`config.mk`:
```
export PLATFORM = sky130hd
export DESIGN_NAME = demux_regbank_flat
export DESIGN_NICKNAME = d
export VERILOG_FILES = /design/src/rtl/demux_regbank_pkg.sv /design/src/rtl/demux_regbank_if.sv /design/src/rtl/demux_regbank_dec_onehot.sv /design/src/rtl/demux_regbank.sv /design/src/flat_wrapper.sv
export SDC_FILE = /design/constraint.sdc
export NUM_CORES = 1
export LEC_CHECK = 0
export ABC_CLOCK_PERIOD_IN_PS = 1570
export CAP_MARGIN = 0
export CORE_MARGIN = 1.5
export CORE_UTILIZATION = 47
export DETAILED_ROUTE_END_ITERATION = 10
export GPL_TIMING_DRIVEN = 0
export PLACE_DENSITY = 0.8
export SLEW_MARGIN = 20
export SYNTH_ARGS = -nofsm -noshare
export SYNTH_HDL_FRONTEND = slang
export SYNTH_SLANG_ARGS = --single-unit
```
`constraint.sdc`:
```
create_clock -name inClk -period 1.57 [get_ports inClk]
set_input_delay 0.471 -clock inClk [delete_from_list [all_inputs] [get_ports inClk]]
set_output_delay 0.471 -clock inClk [all_outputs]
set_load 0.05 [all_outputs]
```
`src/rtl/demux_regbank_pkg.sv`:
```
`default_nettype none
// +----------------------------------------------------------------------+
// | demux_regbank_pkg : sizes shared by the write-side demux and muxes   |
// | Revision: 1.0                                                        |
// +----------------------------------------------------------------------+
package demux_regbank_pkg;

  localparam int DEF_WIDTH  = 16;
  localparam int DEF_N_REGS = 8;
  localparam int DEF_SEL_W  = 3;

endpackage
`default_nettype wire

```
`src/rtl/demux_regbank_if.sv`:
```
`default_nettype none
// +----------------------------------------------------------------------+
// | demux_regbank_if : write request in, register contents/status out    |
// | Revision: 1.0                                                        |
// +----------------------------------------------------------------------+
interface demux_regbank_if
  import demux_regbank_pkg::*;
#(
  parameter int WIDTH  = DEF_WIDTH,
  parameter int N_REGS = DEF_N_REGS,
  parameter int SEL_W  = DEF_SEL_W
);

  logic                    inWe;
  logic [SEL_W-1:0]        inSel;
  logic [WIDTH-1:0]        inD;
  logic [N_REGS*WIDTH-1:0] outQ;
  logic [N_REGS-1:0]       outPend;
  logic                    outDone;
  logic                    outErr;

  modport master (
    output inWe, inSel, inD,
    input  outQ, outPend, outDone, outErr
  );

  modport slave (
    input  inWe, inSel, inD,
    output outQ, outPend, outDone, outErr
  );

endinterface
`default_nettype wire

```
`src/rtl/demux_regbank_dec_onehot.sv`:
```
`default_nettype none
// +----------------------------------------------------------------------+
// | demux_regbank_dec_onehot : index + enable to one-hot, 0 if too large |
// | Revision: 1.0                                                        |
// +----------------------------------------------------------------------+
module demux_regbank_dec_onehot
  import demux_regbank_pkg::*;
#(
  parameter int N_REGS = DEF_N_REGS,
  parameter int SEL_W  = DEF_SEL_W
) (
  input  wire logic [SEL_W-1:0]  sel,
  input  wire logic              en,
  output logic      [N_REGS-1:0] hot
);

  for (genvar i = 0; i < N_REGS; i++) begin : g_bit
    localparam logic [SEL_W-1:0] IDX = SEL_W'(i);
    assign hot[i] = en && (sel == IDX);
  end

endmodule
`default_nettype wire

```
`src/rtl/demux_regbank.sv`:
```
`default_nettype none
// +----------------------------------------------------------------------+
// | demux_regbank : two-stage write-back demux into N_REGS registers     |
// | Revision: 1.0                                                        |
// +----------------------------------------------------------------------+
module demux_regbank
  import demux_regbank_pkg::*;
#(
  parameter int WIDTH   = DEF_WIDTH,
  parameter int N_REGS  = DEF_N_REGS,
  parameter int SEL_W   = DEF_SEL_W,
  parameter bit ZERO_R0 = 1'b1
) (
  input wire logic        inClk,
  input wire logic        inRst,
  demux_regbank_if.slave  bus
);

  logic              pend_valid;
  logic [SEL_W-1:0]  pend_sel;
  logic [WIDTH-1:0]  pend_d;
  logic [N_REGS-1:0] pend_hot;
  logic              done;
  logic              err;

  // The same decode drives commit enables and the visible pending flag.
  demux_regbank_dec_onehot #(
    .N_REGS (N_REGS),
    .SEL_W  (SEL_W)
  ) u_dec (
    .sel (pend_sel),
    .en  (pend_valid),
    .hot (pend_hot)
  );

  always_ff @(posedge inClk) begin
    if (inRst) begin
      pend_valid <= 1'b0;
      pend_sel   <= '0;
      pend_d     <= '0;
      done       <= 1'b0;
      err        <= 1'b0;
    end else begin
      pend_valid <= bus.inWe;
      if (bus.inWe) begin
        pend_sel <= bus.inSel;
        pend_d   <= bus.inD;
      end
      done <= pend_valid;
      // A valid request that decodes to nothing must be out of range.
      err  <= pend_valid && !(|pend_hot);
    end
  end

  for (genvar i = 0; i < N_REGS; i++) begin : g_reg
    if (ZERO_R0 && (i == 0)) begin : g_zero
      assign bus.outQ[i*WIDTH +: WIDTH] = '0;
    end else begin : g_store
      logic [WIDTH-1:0] value;
      always_ff @(posedge inClk) begin
        if (inRst) begin
          value <= '0;
        end else if (pend_hot[i]) begin
          value <= pend_d;
        end
      end
      assign bus.outQ[i*WIDTH +: WIDTH] = value;
    end
  end

  assign bus.outPend = pend_hot;
  assign bus.outDone = done;
  assign bus.outErr  = err;

endmodule
`default_nettype wire

```
`src/flat_wrapper.sv`:
```
// flat-port wrapper written by rule: the top's interface ports become plain ports
module demux_regbank_flat import demux_regbank_pkg::*;
#(
  parameter int WIDTH   = DEF_WIDTH,
  parameter int N_REGS  = DEF_N_REGS,
  parameter int SEL_W   = DEF_SEL_W,
  parameter bit ZERO_R0 = 1'b1
)
  (inClk, inRst, bus_inWe, bus_inSel, bus_inD, bus_outQ, bus_outPend, bus_outDone, bus_outErr);
  demux_regbank_if #(.WIDTH(WIDTH), .N_REGS(N_REGS), .SEL_W(SEL_W)) bus_i ();
  input wire logic inClk;
  input wire logic inRst;
  input wire logic [$bits(bus_i.inWe)-1:0] bus_inWe;
  input wire logic [$bits(bus_i.inSel)-1:0] bus_inSel;
  input wire logic [$bits(bus_i.inD)-1:0] bus_inD;
  output wire logic [$bits(bus_i.outQ)-1:0] bus_outQ;
  output wire logic [$bits(bus_i.outPend)-1:0] bus_outPend;
  output wire logic [$bits(bus_i.outDone)-1:0] bus_outDone;
  output wire logic [$bits(bus_i.outErr)-1:0] bus_outErr;
  assign bus_i.inWe = bus_inWe;
  assign bus_i.inSel = bus_inSel;
  assign bus_i.inD = bus_inD;
  assign bus_outQ = bus_i.outQ;
  assign bus_outPend = bus_i.outPend;
  assign bus_outDone = bus_i.outDone;
  assign bus_outErr = bus_i.outErr;
  demux_regbank #(.WIDTH(WIDTH), .N_REGS(N_REGS), .SEL_W(SEL_W), .ZERO_R0(ZERO_R0)) u_core (.inClk(inClk), .inRst(inRst), .bus(bus_i));
endmodule
```
Word level (Yosys, flattened, before mapping)
Cells that the tools add are included.
Word-level totals
  bits in registers: 134
  bits of input ports: 22
  logic and storage cells: 31
Cells by class
  eq/ne operators: 7
  reduce and logical (&&, ||, !) cells: 12
Operators by type and width (count)
  3-bit == test (second input constant): 4
  1-bit logical AND: 9
  8-bit OR reduction: 1
  3-bit by 2-bit == test with 1-bit output (second input constant): 2
  3-bit by 1-bit == test with 1-bit output (second input constant): 1
  3-bit logical NOT: 1
  1-bit logical NOT: 1

Longest topological paths before layout
Gate-level depths: netlist of the first run.
  word-level depth: 5
  depth in mapped cells: 5

By module
From an unflattened synthesis of the first run, not the netlist that was laid out.
Unflattened totals
  cells, all modules: 473
  area, all modules: 5152.4 µm²
Modules (own cells, without submodules)
  demux_regbank: instances 1, cells an instance 465, area each 5056.1 µm², sequential area each 2682.6 µm²
  demux_regbank_dec_onehot: instances 1, cells an instance 8, area each 96.3 µm², sequential area each 0.0 µm²

Worst setup path before layout of the first run
OpenSTA, ideal clock, no wires.
  path type: register -> output
  start: reg u_core.pend_sel[0]
  end: out bus_outPend[0]
  data arrival time: 2.100 ns
  setup slack: -1.001 ns
  cell stages (with the launch flop): 3
  path buffers: 1
  cell sequence: dfxtp_1 buf_4 nor4b_1
Between the ends
  longest elaborated chain between the ends: 2
RTL lines
  start: declaration: line demux_regbank.sv:20  | logic [SEL_W-1:0] pend_sel;
  start signal: assignment: line demux_regbank.sv:46  | pend_sel <= bus.inSel;
  3-bit logical NOT: line demux_regbank_dec_onehot.sv:19  | assign hot[i] = en && (sel == IDX);
  1-bit logical AND: line demux_regbank_dec_onehot.sv:19
  end: declaration: line flat_wrapper.sv:17  | output wire logic [$bits(bus_i.outPend)-1:0] bus_outPend;
Every way passes these cells.

Worst setup path in the final report of the first run
  start: reg u_core.pend_valid
  end: out bus_outPend[5]
Between the ends
  longest elaborated chain between the ends: 1
RTL lines
  start: declaration: line demux_regbank.sv:19  | logic pend_valid;
  start signal: assignment: line demux_regbank.sv:44  | pend_valid <= bus.inWe;
  1-bit logical AND: line demux_regbank_dec_onehot.sv:19
Every way passes these cells.

==> flow_summary.yaml, run 1 <==
floorplan:
  die_w_um: 110.0
  ios: 160
  rows: 38
  dieArea_um2: 12090
  fp.dieH_um: 110.0
  core_um2: 10980
  initial_core_util_pct: 48.95
critical_path:
  worstPathMaxFanout: 5
  crit_buf_inv: 4
  critPathTopFamily: "buffers and inverters"
  reg2reg_setup_slack_ns: 0.07
  cp-start-kind: "flip-flop"
  cp_slowest_stage_delay_ns: 0.34
  reg2reg_from: "u_core.pend_sel[0]$_SDFFE_PP0P_"
  r2r-end: "u_core.g_reg[4].g_store.value[2]$_SDFFE_PP0P_"
  endpoint_kind: "output port"
  critPathKind: "flip-flop to output port"
  worstRegToRegCells: 6
  crit_slowest_cell: "dfxtp_2"
  worstPathArrival_ns: 1.43
  crit_required_ns: 1.10
  worstPathCellList: "buf_6, nand4b_1, buf_12, clkinvlp_4, buf_8"
clock_network:
  worstSkewPairLatency_ns: 0.41
  clockBufferDepth: 2
  cts-root-buf: "clkbuf_16"
  hold_buffers: 0
  numCtsBuffers: 17
  clock_sinks: 134
  cts_tree: "yes"
  htree_num_levels: 4
  clk_pin_slew_worst_paths_ns: 0.06
timing:
  slew_headroom_pct: 66.53
  finalSetupViolCount: 8
  setup_ws_ns: -0.3268
  timing.hold.ws_ns: 0.4559
  worst_pin_slew_ns: 0.5020
  fin_crit_ns: 1.897
  clock.fmax_mhz: 527.2
  slew_violations: 0
  finalClockSkew_ns: 0.008515
  finalCritPeriodShare_pct: 120.8
  rsz0062_at_grt: "true"
  finalHoldViolCount: 0
grt:
  grt_usage_pct: 24.45
  grt_max_degree: 17
  antenna_found_initial: 0
  grt_pass1_wl_um: 21980
  grt_remaining_overflow: 0
  first_global_vias: 4110
cells_and_area:
  drive_above_1_share_pct: 31.47
  fillers: 865
  nets: 689
  register_area_um2: 2693
  mostFrequentLayoutCell: "mux2i_1"
  area.growth.synth_to_final_pct: 35.54
  multi_input_area_um2: 2396
  antennaDiodeCount: 0
  layout_common_cells: "mux2i_1, dfxtp_1, nand2b_1, buf_2, buf_4"
  post-route-util_pct: 66.35
  final_cells: 820
power:
  clock_power_share_pct: 50.1
  combPwrFrac_pct: 7.0
  powerDensity_nw_per_um2: 1110
  swShare_pct: 23.47
  report.power.total_uw: 8092
  p_switching_uw: 1899
  pwr-share-seq_pct: 42.9
  vdd_drop_max_mv: 0.6411
  total_leakage_power_uw: 0.003801
  intPower_uw: 6193
routing:
  drc: 0
  vias: 3991
  via_per_inst: 4.867
  drtIter0Drc: 105
  wl_per_cell_um: 17.19
  dr.pass1.iters: 4
  wl_um: 14090
  antenna_left: 0
min_path:
  whs_endpoint: "u_core.pend_valid$_SDFF_PP0_"
  hold_depth: 2
  hp-class: "input pin to flip-flop"
  hp-start: "inRst"
placed_design:
  hpwl_um: 9665
  gp_congestion: 0.8340
  io_buffers: 141
  dp_cells: 777
logic_synthesis:
  ys_seq_area_share_pct: 49.90
  syn_inst: 480
  synth-async-reset-ratio_pct: 0
  synth_flop_cell: "dfxtp_1"
  ys_seq_elements: 134
  ys_types: 19
  synth_edf_count: 0
  avgSynthCellArea_um2: 11.20
  ys_warn_count: 0
  syn_area_um2: 5376
run:
  cap_viol_max_count: 0
outcome:
  outcome: "finished with violations"
  violations: "setup timing"
-- power by group through the flow --
stage,clock (µW),combinational (µW),sequential (µW)
floorplan,0,363,3570
global placement,0,540,3540
detailed placement,0,549,3540
CTS,4070,559,3470
global route,4250,597,3480
finish,4050,566,3470
-- cells by family after synthesis --
kind of cell	share of synthesized area, %
simple gates	18.25
flops	49.90
mux	24.39
buf+inv	7.400
other cells	0.06975
-- area by class of cell --
class	count	area share [%]
tap	140	2.404
timing repair buffer	159	14.42
buffer	43	4.378
clock inverter	14	2.387
multi-input combinational	305	32.88
inverter	7	0.6868
clock buffer	18	5.889
sequential	134	36.95
-- through the flow --
step | setup TNS [ns] | setup WS, ns | instance area [µm²]
after floorplan | -0.01402 | -0.01014 | 5485
after global placement | -8.268 | -0.7470 | 7072
after detailed placement | -8.851 | -0.7759 | 7072
after CTS | -2.343 | -0.3142 | 7267
after global routing | -2.794 | -0.3976 | 7287
final | -2.339 | -0.3268 | 7287
-- cells in the mapped netlist (2+ instances only) --
library cell,number,area (µm²)
buf_6,10,112.6
mux2i_1,131,1311
nor2b_1,2,12.51
inv_1,6,22.52
nand4bb_1,3,33.78
nand4b_1,2,17.52
dfxtp_1,134,2683
buf_2,3,15.01
nand2b_1,128,800.8
buf_8,3,45.04
clkbuf_1,14,52.55
nor2_1,19,71.32
buf_4,19,142.6
-- flip-flops by register name, indices dropped and copies added (netlist names) --
signal	count
u_core.bus.outErr	1
u_core.pend_d	16
u_core.g.g_store.value	112
u_core.pend_sel	3
u_core.bus.outDone	1
u_core.pend_valid	1
-- worst max-delay path by stage --
stage                                          from             end  slack, ns  cells after the start
floorplan           u_core.pend_sel[2]$_SDFFE_PP0P_  bus_outPend[1]      -0.01                      5
global placement       u_core.pend_valid$_SDFF_PP0_  bus_outPend[7]      -0.75                      5
finish                 u_core.pend_valid$_SDFF_PP0_  bus_outPend[5]      -0.33                      5
global route           u_core.pend_valid$_SDFF_PP0_  bus_outPend[5]      -0.40                      5
CTS                 u_core.pend_sel[0]$_SDFFE_PP0P_  bus_outPend[4]      -0.31                      5
detailed placement     u_core.pend_valid$_SDFF_PP0_  bus_outPend[7]      -0.78                      5
-- routing by layer --
| metal | track usage (%) | wire (µm) |
|---|---|---|
| met5 | 0 | 0 |
| met4 | 7.143 | 197 |
| met3 | 8.062 | 994 |
| met2 | 40.20 | 6719 |
| met1 | 30.49 | 6182 |
-- timing repair --
item / CTS / global route
pin swaps: 7 / 1
cloned: 1 / 0
setup endpoints to repair: 122 / 13
setup buffers: 14 / 4
resized for setup: 648 / 6
Note: power is estimated with default switching activity, not from simulation.
==> run 2, diff against run 1 <==
--- a/config.mk
+++ b/config.mk
@@ -6,7 +6,7 @@
 export NUM_CORES = 1
 export LEC_CHECK = 0
 export ABC_CLOCK_PERIOD_IN_PS = 1570
-export CAP_MARGIN = 0
+export CAP_MARGIN = 10
 export CORE_MARGIN = 1.5
 export CORE_UTILIZATION = 47
 export DETAILED_ROUTE_END_ITERATION = 10
==> constraint.sdc (replaced) <==
create_clock -name inClk -period 1.57 [get_ports inClk]
set_input_delay 0.471 -clock inClk [delete_from_list [all_inputs] [get_ports inClk]]
set_output_delay 0.471 -clock inClk [all_outputs]
set_load 0.02 [all_outputs]
==> run 2 against run 1 <==
Compared with the run above: the run still ends with setup timing left; non-clock buffer count is 6 higher; via count is 1.8% higher; fmax is 2.2% higher; first-iteration DRC count rose by 82%; routed wire length up 3.8%; flip-flop and latch count unchanged.
==> flow_summary.yaml, run 2 (synthesized netlist as in run 1, its figures left out) <==
power:
  pwr-share-seq_pct: 43.4
  clock_power_share_pct: 50.7
  intPower_uw: 6184
  total_leakage_power_uw: 0.003740
  powerDensity_nw_per_um2: 1060
  report.power.total_uw: 8010
  p_switching_uw: 1826
  combPwrFrac_pct: 5.9
  swShare_pct: 22.80
  vdd_drop_max_mv: 0.9190
floorplan:
  core_um2: 10980
  dieArea_um2: 12090
  fp.dieH_um: 110.0
  initial_core_util_pct: 48.95
  ios: 160
  die_w_um: 110.0
  rows: 38
cells_and_area:
  post-route-util_pct: 68.83
  nets: 695
  area.growth.synth_to_final_pct: 40.61
  mostFrequentLayoutCell: "mux2i_1"
  largest_reg_flops: 112
  fillers: 846
  largest_register: "u_core.g.g_store.value"
  multi_input_area_um2: 2371
  layout_common_cells: "mux2i_1, dfxtp_1, nand2b_1, clkdlybuf4s15_1, clkbuf_2"
  final_cells: 826
  register_area_um2: 2690
  drive_above_1_share_pct: 23.91
  top_regs: "u_core.g.g_store.value: 112 flops, u_core.pend_d: 16 flops, u_core.pend_sel: 3 flops"
  antennaDiodeCount: 0
outcome:
  outcome: "finished with violations"
  violations: "setup timing"
grt:
  grt_pass1_wl_um: 22340
  grt_max_degree: 17
  grt_usage_pct: 25.14
  grtUsageMet1_pct: 32.21
  first_global_vias: 4213
  grtUsageMet2_pct: 41.70
  antenna_found_initial: 0
  grt_remaining_overflow: 0
  grt_busiest_layer: "met2"
  grt.met3_usage_pct: 6.402
timing:
  finalClockSkew_ns: 0.01148
  finalCritPeriodShare_pct: 118.3
  finalSetupViolCount: 8
  worst_pin_slew_ns: 0.5126
  finalHoldViolCount: 0
  clock.fmax_mhz: 538.6
  fin_crit_ns: 1.857
  rsz0062_at_grt: "true"
  slew_headroom_pct: 65.83
  slew_violations: 0
  setup_ws_ns: -0.2868
routing:
  drc: 0
  dr.pass1.iters: 4
  antenna_left: 0
  via_per_inst: 4.918
  drtIter0Drc: 191
  vias: 4062
  wl_per_cell_um: 17.70
  wl_um: 14620
critical_path:
  worstPathArrival_ns: 1.39
  crit_required_ns: 1.10
  cp-start-kind: "flip-flop"
  endpoint_kind: "output port"
  worstPathMaxFanout: 5
  critPathKind: "flip-flop to output port"
clock_network:
  worstSkewPairLatency_ns: 0.41
  clockBufferDepth: 2
  clk_pin_slew_worst_paths_ns: 0.06
  clock_sinks: 134
  cts_tree: "yes"
  htree_num_levels: 4
  hold_buffers: 0
  cts-root-buf: "clkbuf_16"
  numCtsBuffers: 17
placed_design:
  dp_cells: 777
  hpwl_um: 9664
  gp_congestion: 0.8425
  io_buffers: 141
run:
  cap_viol_max_count: 0
min_path:
  hp-class: "flip-flop to flip-flop"
## run 2: cell count changes in the layout (fill, tap and decap cells not counted), moves of 4 or more
| cell | delta |
|---|---|
| buf_8 | -6 |
| buf_4 | +6 |
| clkbuf_2 | +49 |
| buf_6 | +10 |
| dlygate4sd2_1 | +5 |
| clkinvlp_4 | -5 |
| inv_2 | +4 |
| clkdlybuf4s15_2 | +10 |
| buf_12 | -4 |
| buf_2 | -112 |
| clkdlybuf4s15_1 | +50 |
## run 2: path summary, 6_finish.rpt
path / start / to / slack [ns] / depth (start not counted)
setup / recovery: u_core.pend_sel[1]$_SDFFE_PP0P_ / bus_outPend[5] / -0.29 / 5
hold / removal: u_core.g_reg[3].g_store.value[3]$_SDFFE_PP0P_ / u_core.g_reg[3].g_store.value[3]$_SDFFE_PP0P_ / 0.47 / 2
setup reg to reg: u_core.pend_sel[2]$_SDFFE_PP0P_ / u_core.g_reg[2].g_store.value[2]$_SDFFE_PP0P_ / 0.09 / 6
hold reg to reg: u_core.g_reg[3].g_store.value[3]$_SDFFE_PP0P_ / u_core.g_reg[3].g_store.value[3]$_SDFFE_PP0P_ / 0.47 / 2
## run 2: final cells by class
| class | count | share of cell area [%] |
|---|---|---|
| Multi-Input combinational cell | 305 | 31.36 |
| Inverter | 7 | 0.4800 |
| Tap cell | 140 | 2.317 |
| Sequential cell | 134 | 35.58 |
| Clock buffer | 18 | 5.677 |
| Buffer | 44 | 4.204 |
| Timing Repair Buffer | 164 | 18.07 |
| Clock inverter | 14 | 2.301 |
## run 2: timing repair
item                                    4_1_cts  5_1_grt
gates cloned                                  2        1
pin swaps                                     4        2
endpoints found under the setup margin      122       98
resized for setup                           249      110
setup buffers                                15        5
## run 2: metal layers
layer / vias to the layer above / share of wire (%)
met5: - / 0
li1: 1932 / -
met1: 1975 / 43
met4: 0 / 0.84
met3: 8 / 6.4
met2: 147 / 49
## run 2: power by group through the flow
stage	logic [µW]	registers [µW]	clock network (µW)
2_1_floorplan	298	3550	0
3_3_place_gp	450	3540	0
3_5_place_dp	461	3540	0
4_1_cts	465	3470	4090
5_1_grt	507	3480	4250
6_report	474	3470	4060
## run 2: through the flow
stage	hold WS (ns)	setup slack [ns]	instance area, µm²	TNS, ns
floorplan	0.4615	0.05066	5443	0
global route	0.4885	-0.3118	7560	-2.281
detailed placement	0.4657	-0.5939	7029	-3.773
finish	0.4709	-0.2868	7560	-1.977
global placement	0.4601	-0.5473	7029	-3.611
CTS	0.4388	-0.2879	7674	-1.940
## run 2: critical path, stage by stage (launching register included)
cell	delay, ns
dfxtp_2	0.33
buf_6	0.12
nand4b_1	0.22
buf_12	0.17
clkinv_4	0.03
buf_6	0.10
